**config.mk**
```make
export PLATFORM = sky130hd
export DESIGN_NAME = if_fetch_unit_flat
export DESIGN_NICKNAME = d
export VERILOG_FILES = /design/src/rtl/if_fetch_unit_if.sv /design/src/rtl/if_fetch_unit.sv /design/src/flat_wrapper.sv
export SDC_FILE = /design/constraint.sdc
export NUM_CORES = 1
export LEC_CHECK = 0
export BUFFER_PORTS_ARGS = -buffer_cell sky130_fd_sc_hd__buf_2
export CORE_MARGIN = 4
export CORE_UTILIZATION = 52
export CTS_BUF_LIST = sky130_fd_sc_hd__clkbuf_16
export CTS_CLUSTER_DIAMETER = 50
export DETAILED_ROUTE_END_ITERATION = 16
export PLACE_DENSITY = 0.85
export SLEW_MARGIN = 20
export SYNTH_ARGS = -nofsm -noshare
export SYNTH_HDL_FRONTEND = slang
export SYNTH_SLANG_ARGS = --single-unit
export TNS_END_PERCENT = 20
```
**constraint.sdc**
```tcl
create_clock -name clk -period 5.1 [get_ports clk]
set_input_delay 0.255 -clock clk [delete_from_list [all_inputs] [get_ports clk]]
set_output_delay 0.255 -clock clk [all_outputs]
set_load 0.05 [all_outputs]
```
**src/rtl/if_fetch_unit_if.sv**
```systemverilog
// if_fetch_unit_if: fetch unit bundle carrying the pipeline controls, the imem request/response and the IF/ID buffer outputs.
interface if_fetch_unit_if;
  logic        stall_if;
  logic        flush_if;
  logic [31:0] redirect_pc;
  logic        imem_req;
  logic [31:0] imem_addr;
  logic        imem_rvalid;
  logic [31:0] imem_rdata;
  logic        if_valid;
  logic [31:0] if_pc;
  logic [31:0] if_instr;
  modport master (
    input  stall_if, flush_if, redirect_pc, imem_rvalid, imem_rdata,
    output imem_req, imem_addr, if_valid, if_pc, if_instr
  );
  modport slave (
    output stall_if, flush_if, redirect_pc, imem_rvalid, imem_rdata,
    input  imem_req, imem_addr, if_valid, if_pc, if_instr
  );
endinterface

```
**src/rtl/if_fetch_unit.sv**
```systemverilog
// if_fetch_unit: PC holder issuing one imem request at a time into a single-entry IF/ID buffer.
// Defining IF_FETCH_PERF_EN adds fetch_bubble_cnt_o, a saturating count of unstalled empty-buffer cycles.
module if_fetch_unit #(
  parameter logic [31:0] RESET_PC  = 32'h0000_0000,
  parameter logic [31:0] NOP_INSTR = 32'h0000_0013
) (
  input  logic clk,
  input  logic reset,
`ifdef IF_FETCH_PERF_EN
  output logic [31:0] fetch_bubble_cnt_o,
`endif
  if_fetch_unit_if.master bus
);
  typedef enum logic [1:0] {FETCH, WAIT, DISCARD} state_e;
  state_e      state_q, state_d;
  logic [31:0] pc_q, pc_d, buf_pc_q, buf_pc_d, buf_instr_q, buf_instr_d;
  logic        buf_valid_q, buf_valid_d, load;
  always_ff @(posedge clk or posedge reset) begin
    if (reset) state_q <= FETCH;
    else       state_q <= state_d;
  end
  always_comb begin
    state_d = state_q;
    case (state_q)
      FETCH:   state_d = bus.imem_req ? WAIT : FETCH;
      WAIT:    state_d = bus.imem_rvalid ? FETCH : bus.flush_if ? DISCARD : WAIT;
      DISCARD: state_d = bus.imem_rvalid ? FETCH : DISCARD;
      default: state_d = FETCH;
    endcase
  end
  // Issue only when the buffer is empty or drains this edge, so a response never finds it full.
  always_comb begin
    bus.imem_req  = (state_q == FETCH) && !bus.flush_if && (!buf_valid_q || !bus.stall_if);
    bus.imem_addr = pc_q;
  end
  assign load = (state_q == WAIT) && bus.imem_rvalid && !bus.flush_if;
  always_comb begin
    pc_d        = bus.flush_if ? bus.redirect_pc : load ? pc_q + 32'd4 : pc_q;
    buf_valid_d = load || (buf_valid_q && bus.stall_if && !bus.flush_if);
    buf_pc_d    = load ? pc_q : buf_valid_d ? buf_pc_q : 32'h0;
    buf_instr_d = load ? bus.imem_rdata : buf_valid_d ? buf_instr_q : NOP_INSTR;
  end
  always_ff @(posedge clk or posedge reset) begin
    if (reset) begin
      pc_q        <= RESET_PC;
      buf_valid_q <= 1'b0;
      buf_pc_q    <= 32'h0;
      buf_instr_q <= NOP_INSTR;
    end else begin
      pc_q        <= pc_d;
      buf_valid_q <= buf_valid_d;
      buf_pc_q    <= buf_pc_d;
      buf_instr_q <= buf_instr_d;
    end
  end
  assign bus.if_valid = buf_valid_q;
  assign bus.if_pc    = buf_pc_q;
  assign bus.if_instr = buf_instr_q;
`ifdef IF_FETCH_PERF_EN
  logic [31:0] bubble_q;
  always_ff @(posedge clk or posedge reset) begin
    if (reset) bubble_q <= 32'h0;
    else if (!buf_valid_q && !bus.stall_if && bubble_q != 32'hFFFF_FFFF) bubble_q <= bubble_q + 32'd1;
  end
  assign fetch_bubble_cnt_o = bubble_q;
`endif
endmodule

```
**src/flat_wrapper.sv**
```systemverilog
// flat-port wrapper written by rule: the top's interface ports become plain ports
module if_fetch_unit_flat 
#(
  parameter logic [31:0] RESET_PC  = 32'h0000_0000,
  parameter logic [31:0] NOP_INSTR = 32'h0000_0013
)
  (clk, reset, bus_stall_if, bus_flush_if, bus_redirect_pc, bus_imem_rvalid, bus_imem_rdata, bus_imem_req, bus_imem_addr, bus_if_valid, bus_if_pc, bus_if_instr);
  if_fetch_unit_if bus_i ();
  input  logic clk;
  input  logic reset;
  input wire logic [$bits(bus_i.stall_if)-1:0] bus_stall_if;
  input wire logic [$bits(bus_i.flush_if)-1:0] bus_flush_if;
  input wire logic [$bits(bus_i.redirect_pc)-1:0] bus_redirect_pc;
  input wire logic [$bits(bus_i.imem_rvalid)-1:0] bus_imem_rvalid;
  input wire logic [$bits(bus_i.imem_rdata)-1:0] bus_imem_rdata;
  output wire logic [$bits(bus_i.imem_req)-1:0] bus_imem_req;
  output wire logic [$bits(bus_i.imem_addr)-1:0] bus_imem_addr;
  output wire logic [$bits(bus_i.if_valid)-1:0] bus_if_valid;
  output wire logic [$bits(bus_i.if_pc)-1:0] bus_if_pc;
  output wire logic [$bits(bus_i.if_instr)-1:0] bus_if_instr;
  assign bus_i.stall_if = bus_stall_if;
  assign bus_i.flush_if = bus_flush_if;
  assign bus_i.redirect_pc = bus_redirect_pc;
  assign bus_i.imem_rvalid = bus_imem_rvalid;
  assign bus_i.imem_rdata = bus_imem_rdata;
  assign bus_imem_req = bus_i.imem_req;
  assign bus_imem_addr = bus_i.imem_addr;
  assign bus_if_valid = bus_i.if_valid;
  assign bus_if_pc = bus_i.if_pc;
  assign bus_if_instr = bus_i.if_instr;
  if_fetch_unit #(.RESET_PC(RESET_PC), .NOP_INSTR(NOP_INSTR)) u_core (.clk(clk), .reset(reset), .bus(bus_i));
endmodule
```
# After elaboration in Yosys (flattened, before gate mapping)
# Index checks and enable logic that the tools add are counted.
dict set report op_classes {
  addsub 1
  eq_ne 3
  mux 11
  reduce_logical 13
}
# cell n
set op_table {}
lappend op_table {{32-bit 2-to-1 mux} 6}
lappend op_table {{32-bit by 3-bit adder with 32-bit output (second input constant)} 1}
lappend op_table {{1-bit logical AND} 6}
lappend op_table {{2-bit 2-to-1 mux} 3}
lappend op_table {{2-bit one-hot mux with 3 select lines} 1}
lappend op_table {{1-bit logical NOT} 3}
lappend op_table {{2-bit by 1-bit equality test with 1-bit output (second input constant)} 1}
lappend op_table {{2-bit equality test (second input constant)} 1}
lappend op_table {{2-bit logical NOT} 1}
lappend op_table {{1-bit logical OR} 2}
lappend op_table {{2-bit inequality test (second input constant)} 1}
lappend op_table {{2-bit nonzero test} 1}
lappend op_table {{1-bit 2-to-1 mux} 1}
dict set report totals {
  regBits 99
  out_inout_bits 98
}

# Logic depth before layout (Yosys ltp)
# Gate-level depths: netlist of run 1.
dict set report logic_depth {
  depth_word 6
  mapped_depth 7
}

# Worst setup path before layout of run 1
# Ideal clock, no wire load.
dict set report synth_path {
  path_kind {register to output}
  from {register u_core.buf_valid_q, in the netlist u_core.bus.if_valid}
  to {output bus_imem_req}
  arrival_time_ns 3.127
  setup_slack_ns 1.718
  path_stages_with_launch 2
  cell_sequence {dfrtp_1 > a2111oi_0}
}
dict set report synth_via {
  elab_chain_len 3
}
# item line_no
set synth_rtl {}
lappend synth_rtl {{start: declaration} if_fetch_unit.sv:17} ;# logic buf_valid_q, buf_valid_d, load;
lappend synth_rtl {{start signal: assignment} if_fetch_unit.sv:51} ;# buf_valid_q <= buf_valid_d;
lappend synth_rtl {{1-bit logical NOT} if_fetch_unit.sv:33} ;# bus.imem_req = (state_q == FETCH) && !bus.flush_if && (!buf_valid_q || !bus.stall_if);
lappend synth_rtl {{1-bit logical OR} if_fetch_unit.sv:33}
lappend synth_rtl {{1-bit logical AND} if_fetch_unit.sv:33}
lappend synth_rtl {{end: declaration} flat_wrapper.sv:16} ;# output wire logic [$bits(bus_i.imem_req)-1:0] bus_imem_req;
# No other way between the ends.

# Final worst setup path of run 1
dict set report layout_path {
  from {register u_core.state_q[1]}
  to {register u_core.pc_q[27], in the netlist u_core.bus.imem_addr[27]}
}
dict set report layout_via {
  elab_chain_len 4
}
# item line_no
set layout_rtl {}
lappend layout_rtl {{start: declaration} if_fetch_unit.sv:15} ;# state_e state_q, state_d;
lappend layout_rtl {{start signal: assignment} if_fetch_unit.sv:20} ;# else state_q <= state_d;
lappend layout_rtl {{2-bit by 1-bit equality test with 1-bit output} if_fetch_unit.sv:36} ;# assign load = (state_q == WAIT) && bus.imem_rvalid && !bus.flush_if;
lappend layout_rtl {{1-bit logical AND (2 in series)} if_fetch_unit.sv:36}
lappend layout_rtl {{2-bit nonzero test (no line)} -}
lappend layout_rtl {{end signal: assignment} if_fetch_unit.sv:50} ;# pc_q <= pc_d;
lappend layout_rtl {{end: declaration} if_fetch_unit.sv:16} ;# logic [31:0] pc_q, pc_d, buf_pc_q, buf_pc_d, buf_instr_q, buf_instr_d;
# No other way between the ends.
# A chain may end at the register's enable or synchronous reset.

==> reports/summary.log, run 1 <==
[timing] final critical-path required period 2.558 ns
[clocking] number of buffers added by the clock tree synthesis step 9
[timing] setup total negative slack 0 ns
[synth] combinational family with the most area after synthesis compound AO/OA/AOI/OAI gates
[global_routing] GR peak layer met2
[critical_path] reg-to-reg endpoint u_core.bus.imem_addr[27]$_DFFE_PP0P_
[drt] number of DRC violations after detailed routing 0
[outcome] outcome finished, final reports clean
[synth] post-synth top area cell sky130_fd_sc_hd__dfrtp_1
[timing] RSZ-0062 raised after global routing false
[floorplan] Die Span X 98.61 um
[synth] Primary FF master, synth sky130_fd_sc_hd__dfrtp_1
[timing] Worst Tran Pin Value 0.9448 ns
[drt] initial drt markers 133
[critical_path] path type of the worst setup path flop to flop
[timing] maximum achievable frequency 391.0 MHz
[drt] Post-DRT Antenna Nets 0
[clocking] H-tree levels 3
[drt] average wire per cell in the routed design 17.74 um
[synth] async set or reset register ratio after synthesis 100.0%
[synth] Post-Synth XOR/XNOR Area 1.846%
[timing] largest clock skew in the final design 0.006868 ns
[min_path] HP Class primary input to flop
[global_routing] number of antenna violations at the first check in global routing 1
[synth] cell count after synthesis 371
[synth] total of warnings raised by yosys 0
[synth] Yosys top cell area share 56.27%
[timing] count of endpoints failing hold in the final timing report 0
[critical_path] Reg2Reg Setup Slack 2.54 ns
[floorplan] number of ports placed on the die boundary 167
[synth] sequential share of the synthesized area 58.12%
[synth] post-synthesis register bit count 99
[place] half-perimeter wire length of the detailed placement result 7849 um
[critical_path] largest driver fanout on the critical path 15
[global_routing] fraction of met1 tracks used by global routing 30.14%
[synth] number of nets in the synthesized netlist 441
[floorplan] cell row count 32
[floorplan] die footprint 9723 sq um
[place] PortBufs 166
[critical_path] reg2reg start u_core.state_q[1]$_DFF_PP0_
[drt] First-pass DRT Iterations 4
[global_routing] GR Util All Layers 22.88%
[pwr] P per Cell Area 349.3 nW/um^2
[cells_and_area] Final Util 69.82%
[clocking] number of buffers on the longest clock path 2
[synth] Synth Area in Compound Gates 20.90%
[timing] crit share post-route 50.15%
[place] Final Wtd Congestion 0.8746
[cells_and_area] Nets 594
[synth] adder and majority gate portion of the synthesized area 0.2931%
[pwr] standby leakage power 2.735 nW
[job] Max Cap Violations 0
[critical_path] data arrival time of the worst path 2.81 ns
[synth] share of synthesized area spent on multiplexers 1.290%
[cells_and_area] share of post-route cells with drive strength above 1 38.19%
[floorplan] initial core utilization 54.40%
[critical_path] nature of the critical path startpoint flop
[synth] cell types occupying the most area after synthesis sky130_fd_sc_hd__dfrtp_1, sky130_fd_sc_hd__a22o_1, sky130_fd_sc_hd__or4_1
[global_routing] total overflow reported by the global router 0
[synth] post-synth cell types 45
[cells_and_area] most common cell after layout, fill and taps aside sky130_fd_sc_hd__buf_2
[critical_path] kind of end point of the critical path flop
[min_path] start point of the worst min-delay path bus_redirect_pc[8]
[drt] Detailed Route WL 11190 um
[floorplan] chip height 98.61 um
[clocking] sinks on the clock net 99
[global_routing] pin count of the biggest net entering global routing 61
[timing] worst slew slack as a fraction of its limit 36.43%
[synth] fraction of the mapped netlist area in simple logic gates 13.66%
[clocking] clock tree from TritonCTS yes
[timing] Slew Limit Fails 0
[synth] Syn Area/Cell 11.51 sq um
[clocking] Resized Gates After CTS 0
[clocking] Clock Tree Root sky130_fd_sc_hd__clkbuf_16
[cells_and_area] Antenna Cells 0
[pwr] peak ir drop on the vdd network 0.0001908 V
[global_routing] Global Route met2 Usage 37.23%
[critical_path] critical path data required time 5.35 ns
[global_routing] number of global-route vias before repair 3580
[drt] routed via count 3732
[clocking] clock latency on the worst-skew pair 0.33 ns
[cells_and_area] most used cells in the layout excluding fill and tap cells sky130_fd_sc_hd__buf_2, sky130_fd_sc_hd__dfrtp_1, sky130_fd_sc_hd__a22o_1
[critical_path] critical path startpoint u_core.state_q[1]$_DFF_PP0_
[synth] count of flip-flops with a built-in enable after synthesis 0
[critical_path] endpoint of the worst setup timing path u_core.bus.imem_addr[27]$_DFFE_PP0P_
[clocking] register clock-pin slew on the reported worst setup and hold paths 0.06 ns
[global_routing] global routing usage on met3 5.308%
[floorplan] Core Region 7848 sq um
[cells_and_area] post-synthesis to final-layout area growth 28.34%
[timing] count of final setup violators 0
[synth] Cell Area, Synth 4269 sq um
[critical_path] Reg2Reg Depth 4
[global_routing] wire length of the first global-routing pass 18020 um
[drt] vias per std cell 5.914
==> worst min-delay path by stage <==
| stage | depth (start not counted) | slack, ns | end |
|---|---|---|---|
| 2_1_floorplan | 1 | 0.32 | u_core.state_q[1]$_DFF_PP0_ |
| 5_1_grt | 2 | 0.13 | u_core.state_q[1]$_DFF_PP0_ |
| 4_1_cts | 3 | 0.13 | u_core.bus.imem_addr[9]$_DFFE_PP0P_ |
| 3_5_place_dp | 2 | 0.32 | u_core.bus.if_instr[8]$_DFFE_PP0P_ |
| 3_3_place_gp | 2 | 0.32 | u_core.bus.if_instr[8]$_DFFE_PP0P_ |
| 6_report | 3 | 0.14 | u_core.bus.imem_addr[8]$_DFFE_PP0P_ |
==> worst max-delay path, cell delays in order (launching register included) <==
cell                       delay [ns]
sky130_fd_sc_hd__dfrtp_1         0.45
sky130_fd_sc_hd__nand3b_1        0.52
sky130_fd_sc_hd__or4_1           0.81
sky130_fd_sc_hd__or4_1           0.52
sky130_fd_sc_hd__a31oi_1         0.18
==> power breakdown <==
group / switching (mW) / internal, mW / leakage [nW] / total (mW)
Clock: 0.275 / 0.428 / 0.149 / 0.703
Combinational: 0.239 / 0.0927 / 1.30 / 0.332
Sequential: 0.0533 / 0.826 / 1.29 / 0.879
==> routing by layer <==
layer	part of all wire, %	routed length [um]
met5	0.18	20
met4	1.6	179
met3	7.7	866
met2	49	5535
met1	41	4591
==> repair_timing <==
item	CTS	global route
hold endpoints to repair	39	0
setup buffers	0	0
hold buffers	1	0
==> cells in the mapped netlist, types with 2 or more instances <==
| master | n |
|---|---|
| sky130_fd_sc_hd__o31ai_1 | 13 |
| sky130_fd_sc_hd__or3_2 | 2 |
| sky130_fd_sc_hd__dfrtp_1 | 96 |
| sky130_fd_sc_hd__nand4_1 | 9 |
| sky130_fd_sc_hd__nand2_1 | 25 |
| sky130_fd_sc_hd__a21oi_1 | 4 |
| sky130_fd_sc_hd__or4_1 | 14 |
| sky130_fd_sc_hd__clkbuf_1 | 23 |
| sky130_fd_sc_hd__a2111oi_0 | 2 |
| sky130_fd_sc_hd__mux2_2 | 4 |
| sky130_fd_sc_hd__a31oi_1 | 14 |
| sky130_fd_sc_hd__nor3_1 | 5 |
| sky130_fd_sc_hd__nand3_1 | 10 |
| sky130_fd_sc_hd__and4_1 | 2 |
| sky130_fd_sc_hd__o21ai_0 | 11 |
| sky130_fd_sc_hd__dlygate4sd3_1 | 2 |
| sky130_fd_sc_hd__nor4_1 | 3 |
| sky130_fd_sc_hd__inv_1 | 10 |
| sky130_fd_sc_hd__and2_1 | 2 |
| sky130_fd_sc_hd__a22o_1 | 59 |
| sky130_fd_sc_hd__a311o_1 | 3 |
| sky130_fd_sc_hd__buf_2 | 2 |
| sky130_fd_sc_hd__o32a_1 | 3 |
| sky130_fd_sc_hd__xnor2_1 | 8 |
| sky130_fd_sc_hd__nor2_1 | 21 |
| sky130_fd_sc_hd__dfstp_2 | 3 |
| sky130_fd_sc_hd__and3_1 | 2 |
| sky130_fd_sc_hd__a211o_1 | 2 |
==> area by class of cell <==
| class | count | area (sq um) |
|---|---|---|
| clock inverter | 7 | 92.59 |
| fill | 601 | 2369 |
| inverter | 10 | 40.04 |
| sequential | 99 | 2481 |
| multi-input combinational | 233 | 1642 |
| tap | 102 | 127.6 |
| clock buffer | 9 | 225.2 |
| timing repair buffer | 171 | 870.8 |
==> per-stage QoR <==
stage | instance area [sq um] | hold slack (ns) | setup WS [ns] | total power, mW | instances
floorplan | 4269 | 0.3205 | 1.718 | 1.121 | 371
global route | 5479 | 0.1301 | 2.401 | 1.994 | 631
finish | 5479 | 0.1351 | 2.542 | 1.914 | 631
global placement | 5151 | 0.3160 | 2.652 | 1.216 | 614
detailed placement | 5151 | 0.3158 | 2.536 | 1.226 | 614
CTS | 5479 | 0.1257 | 2.522 | 1.930 | 631
==> cell families after synthesis <==
logic type      count (synthesis)
flops                          99
fa+ha+maj                       1
mux                             5
compound gates                113
xor+xnor                        9
buf+inv                        39
simple gates                  105
==> flip-flops by register name, indices dropped and copies added, names as in the netlist <==
name,cells
u_core.bus.if_pc,32
u_core.state_q,2
u_core.bus.if_instr,32
u_core.bus.imem_addr,32
u_core.bus.if_valid,1
Power figures use the tool's default switching activity.
==> inputs of run 2 (changes only) <==
--- a/config.mk
+++ b/config.mk
@@ -7,11 +7,11 @@
 export LEC_CHECK = 0
 export BUFFER_PORTS_ARGS = -buffer_cell sky130_fd_sc_hd__buf_2
 export CORE_MARGIN = 4
-export CORE_UTILIZATION = 52
+export CORE_UTILIZATION = 49
 export CTS_BUF_LIST = sky130_fd_sc_hd__clkbuf_16
 export CTS_CLUSTER_DIAMETER = 50
 export DETAILED_ROUTE_END_ITERATION = 16
-export PLACE_DENSITY = 0.85
+export PLACE_DENSITY = 0.8
 export SLEW_MARGIN = 20
 export SYNTH_ARGS = -nofsm -noshare
 export SYNTH_HDL_FRONTEND = slang
==> constraint.sdc (replaced) <==
create_clock -name clk -period 2.45 [get_ports clk]
set_input_delay 0.1225 -clock clk [delete_from_list [all_inputs] [get_ports clk]]
set_output_delay 0.1225 -clock clk [all_outputs]
set_load 0.05 [all_outputs]
==> run 2 against run 1 <==
Compared with the run above: sequential cell count unchanged; final cell count rose by 3.2%; maximum frequency increased by 15%; highest routed layer unchanged.
==> reports/summary.log, run 2 (same netlist as run 1, synthesis figures left out) <==
[timing] Slew Limit Fails 0 [unchanged]
[critical_path] data arrival time of the worst path 2.48 ns [-0.33 ns]
[clocking] sinks on the clock net 99 [unchanged]
[timing] RSZ-0062 raised after global routing false
[cells_and_area] Nets 611 [+2.9%]
[critical_path] Reg2Reg Depth 5 [+1]
[global_routing] GR Util All Layers 22.89% [about the same]
[floorplan] initial core utilization 51.19% [-3.2 points]
[job] Max Cap Violations 0 [unchanged]
[clocking] number of buffers on the longest clock path 2 [unchanged]
[min_path] Hold Path Stages 2 [-1]
[pwr] peak ir drop on the vdd network 0.0003993 V [+110%]
[clocking] clock tree from TritonCTS yes
[global_routing] wire length of the first global-routing pass 18560 um [+3.0%]
[global_routing] pin count of the biggest net entering global routing 100 [+64%]
[critical_path] critical path data required time 2.71 ns [-2.64 ns]
[floorplan] number of ports placed on the die boundary 167 [unchanged]
[min_path] start point of the worst min-delay path bus_imem_rdata[7]
[pwr] standby leakage power 2.816 nW [+3.0%]
[drt] average wire per cell in the routed design 17.95 um [+1.2%]
[critical_path] path type of the worst setup path flop to flop
[min_path] HP Class primary input to flop
[place] Setup Slack @ Placement 0.2475 ns [-2.288 ns]
[critical_path] nature of the critical path startpoint flop
[timing] count of final setup violators 0 [unchanged]
[timing] setup total negative slack 0 ns [unchanged]
[timing] final critical-path required period 2.218 ns [-0.3397 ns]
[critical_path] kind of end point of the critical path flop
[global_routing] number of antenna violations at the first check in global routing 1 [unchanged]
[place] PortBufs 166 [unchanged]
[outcome] outcome finished, final reports clean
[floorplan] chip height 101.3 um [+2.8%]
[cells_and_area] filler instances 647 [+7.7%]
[clocking] H-tree levels 3 [unchanged]
[timing] largest clock skew in the final design 0.006993 ns [+0.0001248 ns]
[drt] Post-DRT Antenna Nets 0 [unchanged]
[cells_and_area] most common cell after layout, fill and taps aside sky130_fd_sc_hd__buf_2
[critical_path] largest driver fanout on the critical path 7 [-8]
[timing] count of endpoints failing hold in the final timing report 0 [unchanged]
[pwr] P per Cell Area 693.6 nW/um^2 [+99%]
[critical_path] slowest cell delay on critical path 0.56 ns [-0.25 ns]
[timing] min setup slack post-route 0.2320 ns [-2.310 ns]
[timing] worst slew slack as a fraction of its limit 64.04% [+28 points]
[floorplan] die footprint 10270 sq um [+5.6%]
[drt] routed via count 3846 [+3.1%]
[critical_path] highest-delay cell along the critical path sky130_fd_sc_hd__or4b_1
[critical_path] reg2reg start u_core.bus.imem_addr[2]$_DFFE_PP0P_
[cells_and_area] Antenna Cells 0 [unchanged]
[clocking] clock latency on the worst-skew pair 0.34 ns [about the same]
[place] Final Wtd Congestion 0.7486 [-14%]
[clocking] Clock Tree Root sky130_fd_sc_hd__clkbuf_16
[critical_path] CP Cell Sequence ha_1 -> and4_1 -> or4b_1 -> or4_1 -> a31oi_1
[timing] crit share post-route 90.53% [+40 points]
[global_routing] number of global-route vias before repair 3704 [+3.5%]
[critical_path] Reg2Reg Setup Slack 0.23 ns [-2.31 ns]
[min_path] hold worst-path end u_core.bus.if_instr[7]$_DFFE_PP0P_
[floorplan] cell row count 33 [+3.1%]
[cells_and_area] post-synthesis to final-layout area growth 31.48%
[clocking] register clock-pin slew on the reported worst setup and hold paths 0.07 ns [about the same]
[pwr] Overall Power 3.893 mW [+100%]
[clocking] number of buffers added by the clock tree synthesis step 9 [unchanged]
[timing] worst hold slack 0.01204 ns [-0.1230 ns]
[cells_and_area] most used cells in the layout excluding fill and tap cells sky130_fd_sc_hd__buf_2, sky130_fd_sc_hd__dfrtp_1, sky130_fd_sc_hd__a22o_1
[drt] initial drt markers 169 [+27%]
[drt] First-pass DRT Iterations 4 [unchanged]
[critical_path] reg-to-reg endpoint u_core.bus.imem_addr[30]$_DFFE_PP0P_
[floorplan] Core Region 8341 sq um [+6.3%]
[place] half-perimeter wire length of the detailed placement result 7875 um [+0.33%]
[global_routing] total overflow reported by the global router 0 [unchanged]
[cells_and_area] share of post-route cells with drive strength above 1 37.73% [-0.46 points]
[floorplan] Die Span X 101.3 um [+2.8%]
[drt] vias per std cell 5.908 [-0.11%]
[clocking] post-CTS setup buffers 0 [unchanged]
[drt] number of DRC violations after detailed routing 0 [unchanged]
[drt] Detailed Route WL 11690 um [+4.4%]
[timing] maximum achievable frequency 450.9 MHz [+15%]
[timing] Worst Tran Pin Value 0.5394 ns [-0.4054 ns]
[run 2: cell types whose count changed in the layout (fill, tap and decap cells not counted), sizes merged]
cell | previous run | this run
bufinv | 2 | 1
inv | 10 | 13
buf | 170 | 177
clkinv | 3 | 2
clkinvlp | 2 | 1
dlygate4sd3 | 1 | 11
[run 2: cell type report]
| type | instances | area [sq um] | area share (%) |
|---|---|---|---|
| flip-flops and latches | 99 | 2481 | 44.20 |
| multi-input cells | 233 | 1643 | 29.27 |
| repair buffers | 188 | 1036 | 18.46 |
| clock buffers | 9 | 225.2 | 4.012 |
| well taps | 105 | 131.4 | 2.341 |
| clock inverters | 7 | 55.05 | 0.9808 |
| inverters | 10 | 41.29 | 0.7356 |
[run 2: worst max-delay path, delay by kind of cell, from the launching register on]
family	cells	cell delay, ns
adders and majority gates	1	0.22
and+or+nand+nor	3	1.30
AOI/OAI and AO/OA	1	0.18
DFF	1	0.44
[run 2: worst max-delay path by stage]
stage | start | to | slack, ns | depth (start not counted)
after floorplan | u_core.bus.if_valid$_DFF_PP0_ | bus_imem_req | -0.14 | 1
after global placement | u_core.bus.imem_addr[2]$_DFFE_PP0P_ | u_core.bus.imem_addr[30]$_DFFE_PP0P_ | 0.31 | 5
after detailed placement | u_core.bus.imem_addr[2]$_DFFE_PP0P_ | u_core.bus.imem_addr[30]$_DFFE_PP0P_ | 0.25 | 5
after CTS | u_core.bus.imem_addr[2]$_DFFE_PP0P_ | u_core.bus.imem_addr[30]$_DFFE_PP0P_ | 0.22 | 5
after global routing | u_core.bus.imem_addr[2]$_DFFE_PP0P_ | u_core.bus.imem_addr[26]$_DFFE_PP0P_ | 0.06 | 5
final | u_core.bus.imem_addr[2]$_DFFE_PP0P_ | u_core.bus.imem_addr[30]$_DFFE_PP0P_ | 0.23 | 5
[run 2: layer usage]
layer  share of wire, %  routed length (um)  GRT usage (%)
met2                 46                5352          35.31
met4                1.9                 220          8.180
met1                 43                5044          31.87
met3                9.0                1055          5.372
met5               0.10                  12              0
[run 2: power breakdown]
| group | switching (mW) | leakage [nW] | internal, mW |
|---|---|---|---|
| clock network | 0.571 | 0.154 | 0.773 |
| logic | 0.508 | 1.38 | 0.211 |
| registers | 0.110 | 1.29 | 1.72 |
[run 2: metrics by stage]
step,instances,area (sq um),utilization [%]
floorplan,371,4274,-
global placement,624,5223,62.62
detailed placement,624,5223,62.62
CTS,651,5613,67.30
global route,651,5613,67.30
finish,651,5613,67.30
[run 2: timing repair]
item	CTS	global route
hold endpoints to repair	106	0
hold buffers	11	0
gates resized for setup	0	0
